File: config.mk
export PLATFORM = sky130hd
export DESIGN_NAME = decodificador_3a8_pulsos_flat
export DESIGN_NICKNAME = d
export VERILOG_FILES = /design/src/rtl/decod_pkg.sv /design/src/rtl/decodificador_3a8_pulsos_if.sv /design/src/rtl/decodificador_3a8.sv /design/src/rtl/decodificador_3a8_pulsos.sv /design/src/flat_wrapper.sv
export SDC_FILE = /design/constraint.sdc
export NUM_CORES = 1
export LEC_CHECK = 0
export CORE_MARGIN = 2
export CORE_UTILIZATION = 48
export CTS_CLUSTER_SIZE = 12
export DETAILED_ROUTE_END_ITERATION = 12
export PLACE_DENSITY_LB_ADDON = 0.2
export SYNTH_ARGS = -nofsm -noshare
export SYNTH_HDL_FRONTEND = slang
export SYNTH_SLANG_ARGS = --single-unit
File: constraint.sdc
create_clock -name clk -period 4.13 [get_ports clk]
set_input_delay 1.239 -clock clk [delete_from_list [all_inputs] [get_ports clk]]
set_output_delay 1.239 -clock clk [all_outputs]
set_load 0.05 [all_outputs]
File: src/rtl/decod_pkg.sv
// Shared definitions for the registered 3-to-8 pulse decoder:
// FSM state encoding and code/one-hot widths.
package decod_pkg;

  typedef enum logic {
    REPOSO = 1'b0,
    ACTIVO = 1'b1
  } estado_t;

  localparam int ANCHO_COD    = 3;
  localparam int ANCHO_ONEHOT = 8;

endpackage

File: src/rtl/decodificador_3a8_pulsos_if.sv
// Handshake/bus bundle for decodificador_3a8_pulsos.
// Optional parity signals exist only when DECOD_PARIDAD_EN is defined.
//
// Handshake: a code on e transfers on a rising edge exactly when
// e_valido && e_listo are both high in the preceding cycle. e_listo is
// combinational and never depends on e_valido; a producer may hold e_valido
// high and change e freely while e_listo is low without anything being taken.
//
// estado and codigo are read-only debug views of the FSM state and the
// latched code.
interface decodificador_3a8_pulsos_if;
  import decod_pkg::*;

  logic                    en;
  logic [ANCHO_COD-1:0]    e;
  logic                    e_valido;
  logic                    e_listo;
  logic [ANCHO_ONEHOT-1:0] s;
  logic                    s_valido;
  logic                    ocupado;
  estado_t                 estado;
  logic [ANCHO_COD-1:0]    codigo;
`ifdef DECOD_PARIDAD_EN
  logic                    e_par;
  logic                    err_par;
`endif

`ifdef DECOD_PARIDAD_EN
  modport master (
    output en, e, e_valido, e_par,
    input  e_listo, s, s_valido, ocupado, estado, codigo, err_par
  );
  modport slave (
    input  en, e, e_valido, e_par,
    output e_listo, s, s_valido, ocupado, estado, codigo, err_par
  );
`else
  modport master (
    output en, e, e_valido,
    input  e_listo, s, s_valido, ocupado, estado, codigo
  );
  modport slave (
    input  en, e, e_valido,
    output e_listo, s, s_valido, ocupado, estado, codigo
  );
`endif

endinterface

File: src/rtl/decodificador_3a8.sv
// Purely combinational 3-to-8 decoder; output is all zeros when en=0.
module decodificador_3a8
  import decod_pkg::*;
(
  input  logic                    en,
  input  logic [ANCHO_COD-1:0]    e,
  output logic [ANCHO_ONEHOT-1:0] s
);

  // One-hot of e when enabled, zero otherwise
  always_comb begin
    s = '0;
    if (en) s[e] = 1'b1;
  end

endmodule

File: src/rtl/decodificador_3a8_pulsos.sv
// Registered 3-to-8 decoder that holds each accepted code's one-hot line
// for ANCHO_PULSO cycles, with back-to-back reload on the final cycle.
// Optional even-parity checking on the input code: DECOD_PARIDAD_EN.
module decodificador_3a8_pulsos
  import decod_pkg::*;
#(
  parameter int ANCHO_PULSO = 4
) (
  input  logic clk,
  input  logic rst_n,
  decodificador_3a8_pulsos_if.slave bus
);

  localparam int CNT_W = $clog2(ANCHO_PULSO + 1);
  localparam logic [CNT_W-1:0] CNT_ULT = CNT_W'(ANCHO_PULSO - 1);

  estado_t                 r_estado;
  logic [CNT_W-1:0]        r_cnt;
  logic [ANCHO_COD-1:0]    r_cod;
  logic [ANCHO_ONEHOT-1:0] r_s;
  logic                    r_s_valido;
  logic                    r_ocupado;
`ifdef DECOD_PARIDAD_EN
  logic                    r_err_par;
`endif

  logic                    w_final;
  logic                    w_listo;
  logic                    w_acepta;
  logic                    w_par_ok;
  logic                    w_decoda;
  logic [ANCHO_ONEHOT-1:0] w_s_sig;

  // Final pulse cycle is the only point inside ACTIVO where a new code fits
  assign w_final  = (r_estado == ACTIVO) && (r_cnt == CNT_ULT);
  assign w_listo  = bus.en && ((r_estado == REPOSO) || w_final);
  assign w_acepta = bus.e_valido && w_listo;
`ifdef DECOD_PARIDAD_EN
  assign w_par_ok = ~(^{bus.e, bus.e_par});
`else
  assign w_par_ok = 1'b1;
`endif
  // A badly-parity code is consumed but never decoded
  assign w_decoda = w_acepta && w_par_ok;

  decodificador_3a8 u_dec (
    .en (w_decoda),
    .e  (bus.e),
    .s  (w_s_sig)
  );

  // FSM, pulse counter, code latch and registered outputs
  always_ff @(posedge clk or negedge rst_n) begin
    if (!rst_n) begin
      r_estado   <= REPOSO;
      r_cnt      <= '0;
      r_cod      <= '0;
      r_s        <= '0;
      r_s_valido <= 1'b0;
      r_ocupado  <= 1'b0;
`ifdef DECOD_PARIDAD_EN
      r_err_par  <= 1'b0;
`endif
    end else begin
`ifdef DECOD_PARIDAD_EN
      r_err_par <= w_acepta && !w_par_ok;
`endif
      case (r_estado)
        REPOSO: begin
          if (w_decoda) begin
            r_estado   <= ACTIVO;
            r_cnt      <= '0;
            r_cod      <= bus.e;
            r_s        <= w_s_sig;
            r_s_valido <= 1'b1;
            r_ocupado  <= 1'b1;
          end
        end
        ACTIVO: begin
          if (!bus.en || (w_final && !w_decoda)) begin
            // Abort or natural end of pulse; counter and code hold
            r_estado   <= REPOSO;
            r_s        <= '0;
            r_s_valido <= 1'b0;
            r_ocupado  <= 1'b0;
          end else if (w_decoda) begin
            // Reload on the final cycle: direct one-hot to one-hot switch
            r_cnt <= '0;
            r_cod <= bus.e;
            r_s   <= w_s_sig;
          end else begin
            r_cnt <= r_cnt + 1'b1;
          end
        end
        default: begin
          r_estado <= REPOSO;
        end
      endcase
    end
  end

  assign bus.e_listo  = w_listo;
  assign bus.s        = r_s;
  assign bus.s_valido = r_s_valido;
  assign bus.ocupado  = r_ocupado;
  assign bus.estado   = r_estado;
  assign bus.codigo   = r_cod;
`ifdef DECOD_PARIDAD_EN
  assign bus.err_par  = r_err_par;
`endif

endmodule
File: src/flat_wrapper.sv
// flat-port wrapper written by rule: the top's interface ports become plain ports
module decodificador_3a8_pulsos_flat import decod_pkg::*;
#(
  parameter int ANCHO_PULSO = 4
)
  (clk, rst_n, bus_en, bus_e, bus_e_valido, bus_e_listo, bus_s, bus_s_valido, bus_ocupado, bus_estado, bus_codigo);
  decodificador_3a8_pulsos_if bus_i ();
  input  logic clk;
  input  logic rst_n;
  input wire logic [$bits(bus_i.en)-1:0] bus_en;
  input wire logic [$bits(bus_i.e)-1:0] bus_e;
  input wire logic [$bits(bus_i.e_valido)-1:0] bus_e_valido;
  output wire logic [$bits(bus_i.e_listo)-1:0] bus_e_listo;
  output wire logic [$bits(bus_i.s)-1:0] bus_s;
  output wire logic [$bits(bus_i.s_valido)-1:0] bus_s_valido;
  output wire logic [$bits(bus_i.ocupado)-1:0] bus_ocupado;
  output wire logic [$bits(bus_i.estado)-1:0] bus_estado;
  output wire logic [$bits(bus_i.codigo)-1:0] bus_codigo;
  assign bus_i.en = bus_en;
  assign bus_i.e = bus_e;
  assign bus_i.e_valido = bus_e_valido;
  assign bus_e_listo = bus_i.e_listo;
  assign bus_s = bus_i.s;
  assign bus_s_valido = bus_i.s_valido;
  assign bus_ocupado = bus_i.ocupado;
  assign bus_estado = bus_i.estado;
  assign bus_codigo = bus_i.codigo;
  decodificador_3a8_pulsos #(.ANCHO_PULSO(ANCHO_PULSO)) u_core (.clk(clk), .rst_n(rst_n), .bus(bus_i));
endmodule
== Word level (Yosys, flattened, before mapping) ==
Cells that the tools add are included.
Widths: inputs -> output; s select.

* Bits in registers: 16
* Input bits: 7

* Reductions and logical operators: 11
* Eq/ne operators: 4
* $lt $le $gt $ge: 2
* $add $sub $neg: 1
* Bitwise gates (word level): 1
* Mux-type cells: 18

{| class="wikitable"
|+ Operators with widths
! kind !! number
|-
| $mux 8 || 2
|-
| $pmux 8 s2 || 1
|-
| $mux 3 || 5
|-
| $pmux 3 s2 || 2
|-
| $logic_and 1x1->1 || 5
|-
| $mux 1 || 5
|-
| $lt 3x4->1 const B || 1
|-
| $ne 2x2->1 const B || 2
|-
| $pmux 1 s2 || 2
|-
| $reduce_and 2->1 || 2
|-
| $add 3x1->3 const B || 1
|-
| $demux 1 s3 || 1
|-
| $eq 3x2->1 const B || 1
|-
| $ge 3x1->1 const B || 1
|-
| $logic_not 1->1 || 2
|-
| $logic_or 1x1->1 || 2
|-
| $ne 2x1->1 const B || 1
|-
| $not 1->1 || 1
|}

== Depth between registers and ports, before layout ==
* Word-level depth: 10
* Depth in mapped cells: 6

== Modules after synthesis ==
From an unflattened synthesis, not the netlist that was laid out.

* Cell total of the unflattened synthesis: 78
* Area total of the unflattened synthesis: 909.6 um^2

{| class="wikitable"
|+ Modules (own cells, without submodules)
! module !! cells an instance !! sequential area each (um^2) !! instances !! area an instance (um^2)
|-
| decodificador_3a8_pulsos || 70 || 400.4 || 1 || 814.5
|-
| decodificador_3a8 || 8 || 0.0 || 1 || 95.1
|}

== Least setup slack after synthesis ==
No wires, ideal clock.

* Path type: input -> output
* From: input port bus_en
* To: output port bus_e_listo
* Buffers on the path: 0
* Data arrival time: 1.646 ns
* Slack: 1.245 ns
* Required time: 2.891 ns
* Stages on the path: 1
* Path through: and2_1

* Word-level cells in the longest chain between the ends: 1

{| class="wikitable"
|+ Ends and longest elaborated chain
! item !! RTL line !! RTL
|-
| start, declared || flat_wrapper.sv:10 || <nowiki>input wire logic [$bits(bus_i.en)-1:0] bus_en;</nowiki>
|-
| $logic_and 1x1->1 || decodificador_3a8_pulsos.sv:36 || <nowiki>assign w_listo = bus.en && ((r_estado == REPOSO) || w_final);</nowiki>
|-
| end, declared || flat_wrapper.sv:13 || <nowiki>output wire logic [$bits(bus_i.e_listo)-1:0] bus_e_listo;</nowiki>
|}

No other way between the ends.

== Worst setup path in the final report ==
Ends and elaborated chain as after synthesis.

==> run metrics <==
status completed; WS Path Type input pin to primary output; Sw Ratio between 30% and 40%; pwr/cell area between 400 and 500 mW/mm^2; Synth-to-Final Area Change 30.7%; TritonCTS Sinks 16; Slew @ Worst Pin ~900 ps; post-CTS setup buffers 0; WL final ~1400 um; final total power around 400 uW; Setup-failing EPs final 0; RePlAce Congestion just under 0.8; grt total ovfl 0; CTS max path bufs 2; Reg2Reg Setup Slack 2030 ps; peak supply drop ~270 uV; CTS Buf Count 3; reg2reg path depth 5; CP Launch Type input pin; Combinational Power Share approximately a third; clock insertion delay at the later pin of the skew report between 200 and 300 ps; asr flop ratio synth between 90% and 100%; largest net degree at the start of global routing 17; clk slew on worst S/H paths around 80 ps; CTS resizes 0; clock share of power between 10% and 20%; crit path launch bus_en; Net Sw Power about 150 uW; Total Routing Usage GR roughly 17%; Ys Warns 0; CP endpoint kind primary output; top_reg_cell synth dfrtp_1; sequential share of power a little under half; Hold Path Class flop to flop; share of cells above drive strength 1 between 5 and 6%; worst hold path depth 1; Reg2Reg Capture Point u_core.bus.codigo[2]; cell area after synthesis ~750 sq um; clock skew around 1.5 ps; num ports 22; initial antenna violation count 0; worst endpoint required time 2890 ps; site row count 14; final hold vios 0; Final HPWL DP approximately 1000 um; critical path fanouts, max 7; Final nets between 100 and 150; MaxCap Viol Count 0; Port Buffer Count 21; WHS Endpoint u_core.r_cnt[0]; die area roughly 0.0019 sq mm; Netlist cell types 25; EDFF count, synth 0; slew margin rel. around two fifths; TritonCTS clock tree yes; Slew Viols, Final 0; Die Y between 40 and 50 um; Antenna Nets Post-Route 0; highest clock rate a little under 300 MHz; Hold Crit Start u_core.r_cnt[0]; Starting Density roughly 50%; vias in the first global route 517; core footprint between 0.001 and 0.0015 sq mm; Vias per Instance 5.54; post-synthesis cell count 71; RSZ-0062 raised after global routing no; clock period minus final worst setup slack approximately 3400 ps; H-Tree Depth 1; Syn Nets 80; DR iter-0 viols 13; DRT Pass-1 Iters 4; Final TNS setup 0 ps; Tcrit/Tclk final 81.9%; Avg Inst Size Synth roughly 11 sq um; sequential share of the synthesized area 53.6%; RR Startpoint u_core.r_cnt[0]; hold-fix buffer count after cts 0; first-pass GRT wire length approximately 2400 um; final core utilization about two thirds; chip width 43.5 um; Leakage 0.000406 uW; Via Count just under 600; Int Pwr 258 uW; Antenna diodes 0; DRC Markers 0; drt wl/cell approximately 13 um; CP arrival 2140 ps; CTS root buf clkbuf_4; synthesized flop and latch total 16
[worst max-delay path, cell delays in order]
cell             delay [ps]
clkdlybuf4s50_1         560
and2_1                  150
buf_4                   190
[Yosys cell counts, drive strengths merged, types with 2 or more instances]
cell     n  area share [%]
nand4    3             2.5
nor2b    3             2.5
ha       2             3.3
inv      3             1.5
nand2    3             1.5
buf      4             2.8
nand4b   3             3.5
dfrtp   16              54
o21ai    9             6.0
nor2     2             1.3
mux2     3             4.5
o22ai    2             1.7
and2     2             1.7
a21oi    8             5.4
nand2b   2             1.7
[stage by stage]
step | instances | worst slack [ps] | hold WS, ps | cell area (sq um)
global placement | 104 | 766 | 469 | 953
CTS | 107 | 745 | 489 | 976
detailed placement | 104 | 745 | 478 | 953
floorplan | 71 | 1250 | 457 | 747
global route | 107 | 703 | 512 | 976
finish | 107 | 749 | 485 | 976
[layout make-up]
class | instances | area [sq um]
Fill cell | 120 | 513
Sequential cell | 16 | 400
Multi-Input combinational cell | 48 | 314
Timing Repair Buffer | 21 | 208
Clock buffer | 3 | 22.5
Tap cell | 16 | 20.0
Inverter | 3 | 11.3
[worst max path at each step]
stage	to	slack, ps
6_report	bus_e_listo	750
5_1_grt	bus_e_listo	700
4_1_cts	bus_e_listo	750
3_5_place_dp	bus_e_listo	750
3_3_place_gp	bus_e_listo	770
2_1_floorplan	bus_e_listo	1250
[flip-flops by register name, indices dropped and copies added (netlist names)]
name,count
u_core.r_cnt,3
u_core.bus.s_valido,1
u_core.bus.s,8
u_core.bus.estado,1
u_core.bus.codigo,3
[logic make-up after synthesis]
family	count (synthesis)	share of synthesized area, %
AOI/OAI and AO/OA	21	15.1
muxes	4	5.86
and+or+nand+nor	21	17.8
buffers and inverters	7	4.35
DFF	16	53.6
adders and majority gates	2	3.35
[layout by cell type (no fill, tap or decap)]
| master | synthesis | routed |
|---|---|---|
| buf_4 | 1 | 1 |
| or4_1 | 1 | 1 |
| nand2b_1 | 2 | 2 |
| o22ai_1 | 2 | 2 |
| nor2_1 | 1 | 1 |
| dfrtp_1 | 16 | 16 |
| and2_1 | 2 | 2 |
| o21a_1 | 1 | 1 |
| nand3_1 | 1 | 1 |
| a21oi_1 | 8 | 8 |
| nand4_1 | 3 | 3 |
| nand4b_1 | 3 | 3 |
| nand2_1 | 3 | 3 |
| o21ai_1 | 7 | 7 |
| clkbuf_4 | 0 | 3 |
| or4b_1 | 1 | 1 |
| a21boi_1 | 1 | 1 |
| mux2i_1 | 1 | 1 |
| inv_1 | 3 | 3 |
| o21ai_0 | 2 | 2 |
| nor2b_1 | 3 | 3 |
| clkdlybuf4s50_1 | 0 | 20 |
| ha_1 | 2 | 2 |
| mux2_1 | 3 | 3 |
| nor2_2 | 1 | 1 |
[metal layers]
layer / part of all wire (%) / wire, um / global-route usage, % / vias up
met3: 4.9 / 67 / 3.33 / 2
met1: 51 / 694 / 24.5 / 278
met4: 0.58 / 8 / 9.09 / 0
li1: - / - / - / 296
met5: 0 / 0 / 0 / -
met2: 44 / 601 / 23.9 / 17
[power by group through the flow]
| stage | Clock [uW] | Combinational [uW] | Sequential [uW] |
|---|---|---|---|
| finish | 77.6 | 142 | 185 |
| floorplan | 0 | 48.8 | 235 |
| CTS | 79.5 | 143 | 185 |
| detailed placement | 0 | 142 | 188 |
| global placement | 0 | 141 | 188 |
| global route | 85.3 | 151 | 188 |
Power figures use the tool's default switching activity.
